===== config.mk =====
export PLATFORM = sky130hd
export DESIGN_NAME = dispense_arbiter_flat
export DESIGN_NICKNAME = d
export VERILOG_FILES = /design/src/rtl/dispense_arbiter_pkg.sv /design/src/rtl/dispense_arbiter_if.sv /design/src/rtl/dispense_arbiter_rr_arbiter.sv /design/src/rtl/dispense_arbiter.sv /design/src/flat_wrapper.sv
export SDC_FILE = /design/constraint.sdc
export NUM_CORES = 1
export LEC_CHECK = 0
export CAP_MARGIN = 20
export CORE_ASPECT_RATIO = 0.9
export CORE_MARGIN = 3
export CORE_UTILIZATION = 40
export CTS_CLUSTER_DIAMETER = 40
export CTS_CLUSTER_SIZE = 14
export DETAILED_ROUTE_END_ITERATION = 7
export HOLD_SLACK_MARGIN = 0.1
export PLACE_DENSITY = 0.7
export REMOVE_ABC_BUFFERS = 1
export SETUP_SLACK_MARGIN = 0.4
export SYNTH_ARGS = -nofsm -noshare
export SYNTH_HDL_FRONTEND = slang
export SYNTH_SLANG_ARGS = --single-unit

===== constraint.sdc =====
create_clock -name clk -period 4.1 [get_ports clk]
set_input_delay 1.025 -clock clk [delete_from_list [all_inputs] [get_ports clk]]
set_output_delay 1.025 -clock clk [all_outputs]
set_load 0.01 [all_outputs]

===== src/rtl/dispense_arbiter_pkg.sv =====
// Shared types and constants for the three-product dispense arbiter.
// Holds the FSM state encoding, product-id width/count and round-robin helper.
package vend_pkg;

  typedef enum logic [1:0] {
    IDLE     = 2'd0,
    DISPENSE = 2'd1,
    DELIVER  = 2'd2,
    COOL     = 2'd3
  } state_t;

  localparam int ID_W   = 2;
  localparam int N_PROD = 3;

  // Product ids run 1..3; id 0 (idle) wraps forward to product 1.
  function automatic logic [ID_W-1:0] next_id(input logic [ID_W-1:0] id);
    return (id >= 2'd3) ? 2'd1 : id + 2'd1;
  endfunction

endpackage


===== src/rtl/dispense_arbiter_if.sv =====
// Button/dispense bundle between the front panel (master) and the arbiter (slave).
// Requests are level inputs; every output is a registered level or one-cycle pulse.
interface dispense_arbiter_if;

  logic                          req1;
  logic                          req2;
  logic                          req3;
  logic                          product1;
  logic                          product2;
  logic                          product3;
  logic                          delivered;
  logic                          busy;
  logic [vend_pkg::ID_W-1:0]     grant_id;
  logic                          deny;
  logic [vend_pkg::N_PROD-1:0]   empty;

  modport master (
    output req1, req2, req3,
    input  product1, product2, product3, delivered, busy, grant_id, deny, empty
  );

  modport slave (
    input  req1, req2, req3,
    output product1, product2, product3, delivered, busy, grant_id, deny, empty
  );

endinterface


===== src/rtl/dispense_arbiter_rr_arbiter.sv =====
// Combinational 3-way round-robin pick over product ids 1..3.
// Search starts at the product after the last one granted.
module rr_arbiter
  import vend_pkg::*;
(
  input  logic [N_PROD-1:0] pending,
  input  logic [ID_W-1:0]   last,
  output logic              gnt_valid,
  output logic [ID_W-1:0]   gnt_id
);

  logic [ID_W-1:0] w_cand;

  always_comb begin
    gnt_valid = 1'b0;
    gnt_id    = '0;
    w_cand    = last;
    for (int i = 0; i < N_PROD; i++) begin
      w_cand = next_id(w_cand);
      if (!gnt_valid && pending[w_cand - 2'd1]) begin
        gnt_valid = 1'b1;
        gnt_id    = w_cand;
      end
    end
  end

endmodule


===== src/rtl/dispense_arbiter.sv =====
// Round-robin vend arbiter driving one shared dispense mechanism for three products.
// Optional per-product stock counting is compiled in with `define STOCK_COUNT_EN.
module dispense_arbiter
  import vend_pkg::*;
#(
  parameter int DISPENSE_CYCLES = 4,
  parameter int COOLDOWN_CYCLES = 2,
  parameter int STOCK_INIT      = 5
) (
  input  logic              clk,
  input  logic              reset,
  dispense_arbiter_if.slave bus,
  output state_t            o_state
);

  localparam logic [7:0] DISP_LOAD = 8'(DISPENSE_CYCLES - 1);
  localparam logic [7:0] COOL_LOAD = 8'(COOLDOWN_CYCLES - 1);
  localparam bit         HAS_COOL  = (COOLDOWN_CYCLES > 0);

  if (DISPENSE_CYCLES < 1 || DISPENSE_CYCLES > 255) begin : g_bad_disp
    $error("DISPENSE_CYCLES out of range 1..255");
  end
  if (COOLDOWN_CYCLES < 0 || COOLDOWN_CYCLES > 255) begin : g_bad_cool
    $error("COOLDOWN_CYCLES out of range 0..255");
  end
  if (STOCK_INIT < 1 || STOCK_INIT > 15) begin : g_bad_stock
    $error("STOCK_INIT out of range 1..15");
  end

  state_t            r_state;
  logic [7:0]        r_cnt;
  logic [N_PROD-1:0] r_req_prev;
  logic [N_PROD-1:0] r_pending;
  logic [N_PROD-1:0] r_product;
  logic              r_armed;
  logic              r_delivered;
  logic              r_busy;
  logic              r_deny;
  logic [ID_W-1:0]   r_last;
  logic [ID_W-1:0]   r_grant_id;

  logic [N_PROD-1:0] w_req;
  logic [N_PROD-1:0] w_edge;
  logic [N_PROD-1:0] w_empty;
  logic [N_PROD-1:0] w_set;
  logic [N_PROD-1:0] w_drop;
  logic [N_PROD-1:0] w_clr;
  logic [N_PROD-1:0] w_deny_evt;
  logic [N_PROD-1:0] w_gnt_onehot;
  logic              w_gnt_valid;
  logic              w_grant;
  logic [ID_W-1:0]   w_gnt_id;

  // r_armed masks the first cycle after reset so a button held through reset
  // release is absorbed into r_req_prev rather than seen as a press.
  assign w_req        = {bus.req3, bus.req2, bus.req1};
  assign w_edge       = w_req & ~r_req_prev & {N_PROD{r_armed}};
  assign w_set        = w_edge & ~w_empty;
  assign w_drop       = r_pending & w_empty;
  assign w_deny_evt   = (w_edge & w_empty) | w_drop;
  assign w_grant      = (r_state == IDLE) && w_gnt_valid;
  assign w_gnt_onehot = w_gnt_valid ? (3'b001 << (w_gnt_id - 2'd1)) : '0;
  assign w_clr        = w_grant ? w_gnt_onehot : '0;

  rr_arbiter u_rr (
    .pending   (r_pending & ~w_empty),
    .last      (r_last),
    .gnt_valid (w_gnt_valid),
    .gnt_id    (w_gnt_id)
  );

  // A fresh press on the product being granted this cycle re-arms it: set beats clear.
  always_ff @(posedge clk) begin
    if (reset) begin
      r_req_prev <= '0;
      r_armed    <= 1'b0;
      r_pending  <= '0;
      r_deny     <= 1'b0;
    end else begin
      r_req_prev <= w_req;
      r_armed    <= 1'b1;
      r_pending  <= (r_pending & ~w_clr & ~w_drop) | w_set;
      r_deny     <= |w_deny_evt;
    end
  end

  always_ff @(posedge clk) begin
    if (reset) begin
      r_state     <= IDLE;
      r_cnt       <= '0;
      r_product   <= '0;
      r_delivered <= 1'b0;
      r_busy      <= 1'b0;
      r_grant_id  <= '0;
      r_last      <= 2'd3;
    end else begin
      case (r_state)
        IDLE: begin
          if (w_grant) begin
            r_state    <= DISPENSE;
            r_cnt      <= DISP_LOAD;
            r_product  <= w_gnt_onehot;
            r_grant_id <= w_gnt_id;
            r_last     <= w_gnt_id;
            r_busy     <= 1'b1;
          end
        end
        DISPENSE: begin
          if (r_cnt == 8'd0) begin
            r_state     <= DELIVER;
            r_cnt       <= '0;
            r_product   <= '0;
            r_delivered <= 1'b1;
          end else begin
            r_cnt <= r_cnt - 8'd1;
          end
        end
        DELIVER: begin
          r_delivered <= 1'b0;
          if (HAS_COOL) begin
            r_state <= COOL;
            r_cnt   <= COOL_LOAD;
          end else begin
            r_state    <= IDLE;
            r_cnt      <= '0;
            r_busy     <= 1'b0;
            r_grant_id <= '0;
          end
        end
        COOL: begin
          if (r_cnt == 8'd0) begin
            r_state    <= IDLE;
            r_busy     <= 1'b0;
            r_grant_id <= '0;
          end else begin
            r_cnt <= r_cnt - 8'd1;
          end
        end
        default: r_state <= IDLE;
      endcase
    end
  end

`ifdef STOCK_COUNT_EN
  logic [3:0] r_stock [N_PROD];

  always_ff @(posedge clk) begin
    if (reset) begin
      for (int k = 0; k < N_PROD; k++) r_stock[k] <= 4'(STOCK_INIT);
    end else if (r_state == DELIVER) begin
      for (int k = 0; k < N_PROD; k++) begin
        if (r_grant_id == ID_W'(k + 1) && r_stock[k] != 4'd0) r_stock[k] <= r_stock[k] - 4'd1;
      end
    end
  end

  always_comb begin
    w_empty = '0;
    for (int k = 0; k < N_PROD; k++) w_empty[k] = (r_stock[k] == 4'd0);
  end
`else
  assign w_empty = '0;
`endif

  assign bus.product1  = r_product[0];
  assign bus.product2  = r_product[1];
  assign bus.product3  = r_product[2];
  assign bus.delivered = r_delivered;
  assign bus.busy      = r_busy;
  assign bus.grant_id  = r_grant_id;
  assign bus.deny      = r_deny;
  assign bus.empty     = w_empty;
  assign o_state       = r_state;

endmodule


===== src/flat_wrapper.sv =====
// flat-port wrapper written by rule: the top's interface ports become plain ports
module dispense_arbiter_flat import vend_pkg::*;
#(
  parameter int DISPENSE_CYCLES = 4,
  parameter int COOLDOWN_CYCLES = 2,
  parameter int STOCK_INIT      = 5
)
  (clk, reset, o_state, bus_req1, bus_req2, bus_req3, bus_product1, bus_product2, bus_product3, bus_delivered, bus_busy, bus_grant_id, bus_deny, bus_empty);
  dispense_arbiter_if bus_i ();
  input  logic clk;
  input  logic reset;
  output state_t o_state;
  input wire logic [$bits(bus_i.req1)-1:0] bus_req1;
  input wire logic [$bits(bus_i.req2)-1:0] bus_req2;
  input wire logic [$bits(bus_i.req3)-1:0] bus_req3;
  output wire logic [$bits(bus_i.product1)-1:0] bus_product1;
  output wire logic [$bits(bus_i.product2)-1:0] bus_product2;
  output wire logic [$bits(bus_i.product3)-1:0] bus_product3;
  output wire logic [$bits(bus_i.delivered)-1:0] bus_delivered;
  output wire logic [$bits(bus_i.busy)-1:0] bus_busy;
  output wire logic [$bits(bus_i.grant_id)-1:0] bus_grant_id;
  output wire logic [$bits(bus_i.deny)-1:0] bus_deny;
  output wire logic [$bits(bus_i.empty)-1:0] bus_empty;
  assign bus_i.req1 = bus_req1;
  assign bus_i.req2 = bus_req2;
  assign bus_i.req3 = bus_req3;
  assign bus_product1 = bus_i.product1;
  assign bus_product2 = bus_i.product2;
  assign bus_product3 = bus_i.product3;
  assign bus_delivered = bus_i.delivered;
  assign bus_busy = bus_i.busy;
  assign bus_grant_id = bus_i.grant_id;
  assign bus_deny = bus_i.deny;
  assign bus_empty = bus_i.empty;
  dispense_arbiter #(.DISPENSE_CYCLES(DISPENSE_CYCLES), .COOLDOWN_CYCLES(COOLDOWN_CYCLES), .STOCK_INIT(STOCK_INIT)) u_core (.clk(clk), .reset(reset), .bus(bus_i), .o_state(o_state));
endmodule

==> run summary, run 1 <==
Counting the buffers created by CTS gives 3. The count of port buffers added during placement was 13. Data arrives at the worst endpoint at 2.82 ns.

The finished cells cover 1740 sq um. The routed design could run at a clock period as short as 2.66 ns. In this run, post-CTS hold repair placed 0 buffers. The via count of the first global-routing pass was 1215. The first-iteration detailed-routing DRC count was 36. Post-detailed-route DRC marker count: 0. For the final database, setup skew stands at 0.00250 ns. Among all stages on the critical path, the largest delay is contributed by o22ai_1. The floorplan step defined a die boundary enclosing 4570 sq um. The tools report the root cell of the clock tree as clkbuf_8. The post-CTS clock slew at the launch and capture registers of the worst setup and hold paths was 0.09 ns; the number of slew-limit violations in the final report was 0. For the half-perimeter wire length of the detailed placement result, the log shows 2360 microns.

Post-CTS timing repair inserted 0 buffers for setup. Of all flip-flops after synthesis, the portion carrying an async set or reset was 0%. Sort of element at the start of the critical path: a flop. After synthesis the netlist holds a flip-flop and latch count of 26. The signal on the critical path passes through inv_1 -> ha_1 -> mux2i_1 -> o22ai_1 -> nor3_2 -> or3_4 -> o32ai_1. The slew at the pin with the worst max-slew slack was 1.01 ns. Cells with a size suffix above 1 make up 13.3% of the layout. The number of cells in the finished layout apart from fillers came out at 217. Cell internal power was estimated by the tool at 854 uW. Number of gates resized after cts: 0.

In this run the worst path has a maximum fanout of 11. Setup total negative slack on the finished layout was measured at 0 ns. In this run the tightest slew margin relative to its limit is 32.6%.

Placement row count: 20. The mean routed wirelength per cell came out at 14.1 microns. The post-synthesis cell type count was 52; the final count of negative-setup-slack endpoints was 0.

After detailed routing, the total wire length is 3070 microns. The analysis attributes to net switching a power of 648 uW. The worst-case IR drop observed on VDD is 0.452 mV. The floorplan step defined a core boundary enclosing 3500 sq um. Setup repair after global routing left no endpoint under its margin.

TritonCTS built the clock tree. For this run, the number of Yosys warnings is 0. The final-layout worst hold slack was 0.486 ns; the fraction of power spent switching nets was 43.2%. Routability-driven placement finished with a final weighted congestion of 0.776.

The depth of the CTS H-tree was 1. Once layout is complete, the utilization of the core stands at 49.6%. The mean area per synthesized cell works out to 9.43 sq um.

Start-to-end type of the worst setup path: reg -> reg. Sequential cells were found to cover 34.3% of the synthesized design area. The run finished with clean final reports. Static leakage power: 0.000687 uW. For this run, the top clock speed supported by timing is 377 MHz.

Sequential cells account for 27.0% of the total power. The vias after detailed routing was 1261; the mean number of vias per cell was 5.81. The synthesis-to-finish area growth was 14.5%. Data on the critical path is required at its endpoint by 4.26 ns. The die is 64.4 microns tall.

On the worst path, the slowest cell contributes a delay of 0.78 ns. The all-layer global routing usage came out at 14.2%. The mapped netlist covers 1520 sq um.

The clock network accounts for 13.8% of the total power. The number of enable-type register cells in the synthesized netlist is 0, and the post-placement cell area is 1670 sq um. The cell class contributing the biggest share of worst-path delay is compound AO/OA/AOI/OAI gates. The logs give 0 for the final number of hold-violating endpoints and 17 for the maximum number of pins on one net before global-route repair.

The number of antenna violations at the first check in global routing was 0; the combinational share of power was 59.2%. The count of buffering cells on the critical path with inverters included works out to 1. Number of optimization iterations in the first detailed-route pass: 4. The worst hold path belongs to the class reg -> reg. The tools report the kind of end point of the critical path as a flop. The horizontal extent of the die works out to 70.9 microns. The first global-routing pass estimated 5390 microns of wire. Number of diodes: 0. The most frequently used flop master after synthesis was dfxtp_1.

After detailed placement, the design holds a cell count of 213. The antenna violation net count after detailed routing is 0, and the total of max-cap violations is 0. The longest clock path from root to sink contains 2 buffers. The period utilization is 64.8%, and the gate count after technology mapping is 161. At the later pin of the worst-skew pair, clock insertion delay measures 0.26 ns. The cell area power density was 864 nW/um^2.

Summed over all layers, the global routing overflow is 0. The final-stage net count was 189. The top-level I/O count was 18. The clock net in this run drives a total of 26 sinks. For this configuration, the core starts out at a cell density of 43.3%.
==> cells by family (layout without fill, tap and decap cells) <==
kind of cell               after synthesis  count (layout)  share of synthesized area (%)
xor gates and xnor gates                 1               1                          0.577
and+or+nand+nor                         45              45                           19.0
DFF                                     26              26                           34.3
other                                    1               4                          0.247
buffers and inverters                   20              29                           6.10
adders and majority gates               10              10                           8.24
AOI/OAI and AO/OA                       53              53                           28.3
muxes                                    5               5                           3.30
==> power by group through the flow <==
stage	clock (uW)	sequential [uW]	combinational, uW
floorplan	0	405	667
global placement	0	402	854
detailed placement	0	409	880
CTS	216	405	887
global route	224	417	986
finish	207	405	890
==> tightest hold or removal path, stage by stage (launching register included) <==
cell and delay (ns):
dfxtp_1 0.33, o31ai_1 0.06, a21oi_1 0.05
==> stage by stage <==
| stage | total power (uW) | setup WS (ns) |
|---|---|---|
| after floorplan | 1070 | 1.86 |
| after global placement | 1260 | 1.58 |
| after detailed placement | 1290 | 1.50 |
| after CTS | 1510 | 1.51 |
| after global routing | 1630 | 1.26 |
| final | 1500 | 1.44 |
==> final timing paths <==
| kind | to | cells after the start | slack [ns] | from |
|---|---|---|---|---|
| setup / recovery | u_core.bus.grant_id[1]$_SDFFE_PP0P_ | 7 | 1.44 | u_core.r_last[0]$_SDFFE_PP1P_ |
| hold / removal | u_core.r_cnt[7]$_SDFFE_PP0P_ | 2 | 0.49 | u_core.r_cnt[7]$_SDFFE_PP0P_ |
| hold reg to reg | u_core.r_cnt[7]$_SDFFE_PP0P_ | 2 | 0.49 | u_core.r_cnt[7]$_SDFFE_PP0P_ |
| setup reg to reg | u_core.bus.grant_id[1]$_SDFFE_PP0P_ | 7 | 1.44 | u_core.r_last[0]$_SDFFE_PP1P_ |
==> sequential cells by signal, summed over array words and instances (netlist names) <==
signal                cells
u_core.bus.busy           1
u_core.bus.delivered      1
u_core.bus.grant_id       2
u_core.o_state            2
u_core.r_armed            1
u_core.r_cnt              8
u_core.r_last             2
u_core.r_pending          3
u_core.r_product          3
u_core.r_req_prev         3
==> cell type report <==
class / instances / area, sq um
Fill cell: 321 / 1770
Clock inverter: 1 / 30.0
Inverter: 12 / 45.0
Tap cell: 44 / 55.1
Sequential cell: 26 / 520
Clock buffer: 3 / 41.3
Multi-Input combinational cell: 118 / 916
Timing Repair Buffer: 13 / 130
==> metal layers <==
metal	GRT usage (%)	wire [microns]	share of wire (%)	vias up
met5	0	0	0	-
met4	2.58	11	0.36	0
met3	3.10	150	4.9	2
met2	24.1	1410	46	30
met1	18.9	1490	49	607
li1	-	-	-	622
==> Yosys cell counts (2+ instances only) <==
master     n  share of area (%)
nor2b_1    5                2.1
clkbuf_1   2               0.49
mux2i_1    5                3.3
inv_1     11                2.7
a32oi_1    2                1.2
a21oi_1   13                4.3
ha_1      10                8.2
o31ai_1    8                4.0
or2_2      2               0.82
a32o_1     3                2.0
o21ai_0    4                1.3
or4_1      4                2.0
and3b_1    2                1.2
dfxtp_1   26                 34
buf_2      2               0.66
or3_4      2                1.5
o22ai_1    2               0.82
or3_1      5                2.1
o21ai_1    3               0.99
nor2_1     7                1.7
buf_4      4                2.0
nand2_1    9                2.2
==> cell usage in the layout (no fill, tap or decap), types with 5 or more instances in the layout <==
cell	count
a21oi_1	13
ha_1	10
clkdlybuf4s50_1	13
o31ai_1	8
inv_1	11
or3_1	5
nand2_1	9
nor2_1	7
nor2b_1	5
mux2i_1	5
dfxtp_1	26
Note: power is estimated with default switching activity, not from simulation.
==> run 2, diff against run 1 <==
PLACE_DENSITY = 0.73   (was 0.7)
clock period = 2.3 ns   (was 4.1 ns; I/O delays follow)
==> run 2 against run 1 <==
Maximum frequency grew 29%. Final area grew 24%. Die area is the same. Critical path type unchanged.
==> run summary, run 2 (synthesis results as in run 1) <==
Count of port buffers added during placement: 13 (unchanged). CTS placed an instance of clkbuf_8 at the clock tree root. The total length of routed wires was 4110 microns (+34%).

For the top-level I/O count, the log shows 18 (unchanged). The post-route minimum period works out to 2.06 ns (-0.593 ns). The logs give 3500 sq um (unchanged) for the area inside the core boundary and 16.8% (+2.5 points) for the all-layer global routing usage. The tools report the met3 routing resource usage after global routing as 3.41% (+0.31 points). The number of cells in the finished layout apart from fillers was 241 (+11%).

The tools report the kind of end point of the critical path as a flop. The initial standard-cell utilization of the core was 43.3% (unchanged); the cell depth of the worst hold path was 1 (-1). The global placement routability congestion was 0.853 (+9.9%). The number of buffers between clock root and the deepest sink is 2 (unchanged), and the post-CTS clock slew at the launch and capture registers of the worst setup and hold paths is 0.09 ns (about the same). For the post-route total power, the log shows 3490 uW (+130%). The via count of the first global-routing pass is 1268 (+4.4%), and the minimum setup slack after placement is -0.00209 ns (-1.51 ns). The critical path's largest stage delay works out to 0.50 ns (-0.28 ns). The total negative setup slack is 0 ns (unchanged), and the clock buffer count from CTS is 3 (unchanged).

The sort of element at the start of the critical path was a flop. The largest fanout on the critical path works out to 7 (-4). The signal on the critical path passes through inv_4 -> ha_4 -> nand3b_1 -> buf_4 -> o211ai_4 -> o311ai_4 -> or4_1 -> a21oi_2.

The number of buffers inserted for hold repair after clock tree synthesis was 0 (unchanged). The mean number of vias per cell was 5.87 (+1.0%). The tools report the source-to-sink clock delay at the later pin of the worst-skew pair as 0.27 ns (about the same).

The run gives 26 (unchanged) as the number of sinks handled by clock tree synthesis. The register with the most flip-flops in the final layout is u_core.r_cnt. The half-perimeter wire length of the detailed placement result is 2400 microns (+1.7%). The tools report the final number of hold-violating endpoints as 0 (unchanged).

The met2 demand-to-capacity share in global routing was 27.7% (+3.6 points). The sum of overflow across all layers after global routing is 0 (unchanged). The start-to-end type of the worst setup path was reg -> reg.

The startpoint identified for the worst register-to-register timing path is u_core.r_last[0]$_SDFFE_PP1P_. The wire length of the first global-routing pass is 6240 microns (+16%). The flip-flop count of the largest register, all copies and words added is 8 (unchanged), and the post-detailed-route DRC marker count is 0 (unchanged). The logs give 0.845 mV (+87%) for the largest vdd supply drop and 213 (+13%) for the final-stage net count.

Mean routed wirelength per cell: 17.0 microns (+21%). Period utilization: 89.7% (+25 points). The commonest non-fill, non-tap cell in the layout was dfxtp_1. The tools report the data arrival time at the worst-slack endpoint as 2.28 ns (-0.54 ns). The met1 demand-to-capacity share in global routing is 22.6% (+3.8 points), and the area of the die is 4570 sq um (unchanged). For the data required time of the critical path, the log shows 2.52 ns (-1.74 ns). Compared with the post-synthesis result, the final layout area differs by 41.9%. In this run the worst setup path begins at u_core.r_last[0]$_SDFFE_PP1P_. The logs give 0 (unchanged) for the number of slew-limit violations in the final report and 0 (unchanged) for the antenna violation net count after detailed routing.

TritonCTS built the clock tree. The first-iteration detailed-routing DRC count is 87 (+140%). Among all stages on the critical path, the largest delay is contributed by or4_1. The vertical extent of the die is 64.4 microns (unchanged), and the worst reg-to-reg path cell count is 8 (+1).

The worst hold path begins at u_core.r_product[2]$_SDFFE_PP0P_. Total of max-cap violations: 0 (unchanged). The run finished with clean final reports. In this run the most used layer during global routing was met2. For the clock tree skew after final layout, the log shows 0.00857 ns (+0.00607 ns).

Depth of the CTS H-tree: 1 (unchanged). The number of antenna violations at the first check in global routing came out at 0 (unchanged). The horizontal extent of the die is 70.9 microns (unchanged), and the maximum clock frequency is 485 MHz (+29%).

The tools report the number of optimization iterations in the first detailed-route pass as 4 (unchanged). Setup repair after global routing could not meet its margin everywhere. The maximum number of pins on one net before global-route repair was 15 (-2). The path class of the tightest hold or removal check is reg -> reg. The number of diodes came out at 0 (unchanged). The tools report the placed instance count as 220 (+3.3%). In the layout the commonest cells are dfxtp_1, buf_4, clkdlybuf4s50_1. The placement row count was 20 (unchanged); the vias after detailed routing was 1415 (+12%). The cell area power density was 1620 nW/um^2 (+88%); the static leakage power was 0.000822 uW (+20%).

The logs give 0 (unchanged) for the final count of negative-setup-slack endpoints and 0.237 ns (-1.21 ns) for the worst setup slack after layout. The share of post-route cells with drive strength above 1 came out at 40.1% (+27 points).
[run 2: stage by stage]
stage	utilization [%]	area, sq um	hold slack (ns)
4_1_cts	57.1	2000	0.481
5_1_grt	61.5	2150	0.496
2_1_floorplan	-	1480	0.448
6_report	61.5	2150	0.475
3_3_place_gp	49.1	1720	0.452
3_5_place_dp	49.1	1720	0.457
[run 2: layout make-up]
type                       count  area [sq um]
inverter                      12          47.5
clock buffer                   4          55.1
multi-input combinational    118          1130
sequential                    26           528
fill                         279          1350
tap                           44          55.1
timing repair buffer          37           334
[run 2: per-layer routing]
layer / routed length, microns / share of wire (%)
met1: 1760 / 43
met2: 2000 / 49
met3: 218 / 5.3
met4: 129 / 3.1
met5: 0 / 0
[run 2: worst paths after layout]
path	endpoint	slack, ns
worst max-delay path	u_core.r_cnt[6]$_SDFFE_PP0P_	0.24
worst min-delay path	u_core.r_product[2]$_SDFFE_PP0P_	0.47
worst min register to register	u_core.r_product[2]$_SDFFE_PP0P_	0.47
worst max register to register	u_core.r_cnt[6]$_SDFFE_PP0P_	0.24
[run 2: critical path, delay by kind of cell, from the launching register on]
family / cells / cell delay, ns
AND/OR/NAND/NOR: 2 / 0.64
buffers and inverters: 2 / 0.24
adder cells (fa/ha/maj): 1 / 0.30
AO/OA/AOI/OAI: 3 / 0.42
flip-flops: 1 / 0.40
[run 2: where the power goes]
part	switching, uW	leakage (uW)	total (uW)	internal [uW]
Combinational	1230	0.000580	2440	1210
Sequential	155	0.000214	756	601
Clock	142	0.0000288	295	153
Total	1530	0.000822	3490	1970
[run 2: what timing repair did]
action / CTS / global route
pin swaps: 13 / 16
setup buffers: 10 / 7
resized for setup: 33 / 20
endpoints found under the setup margin: 21 / 21
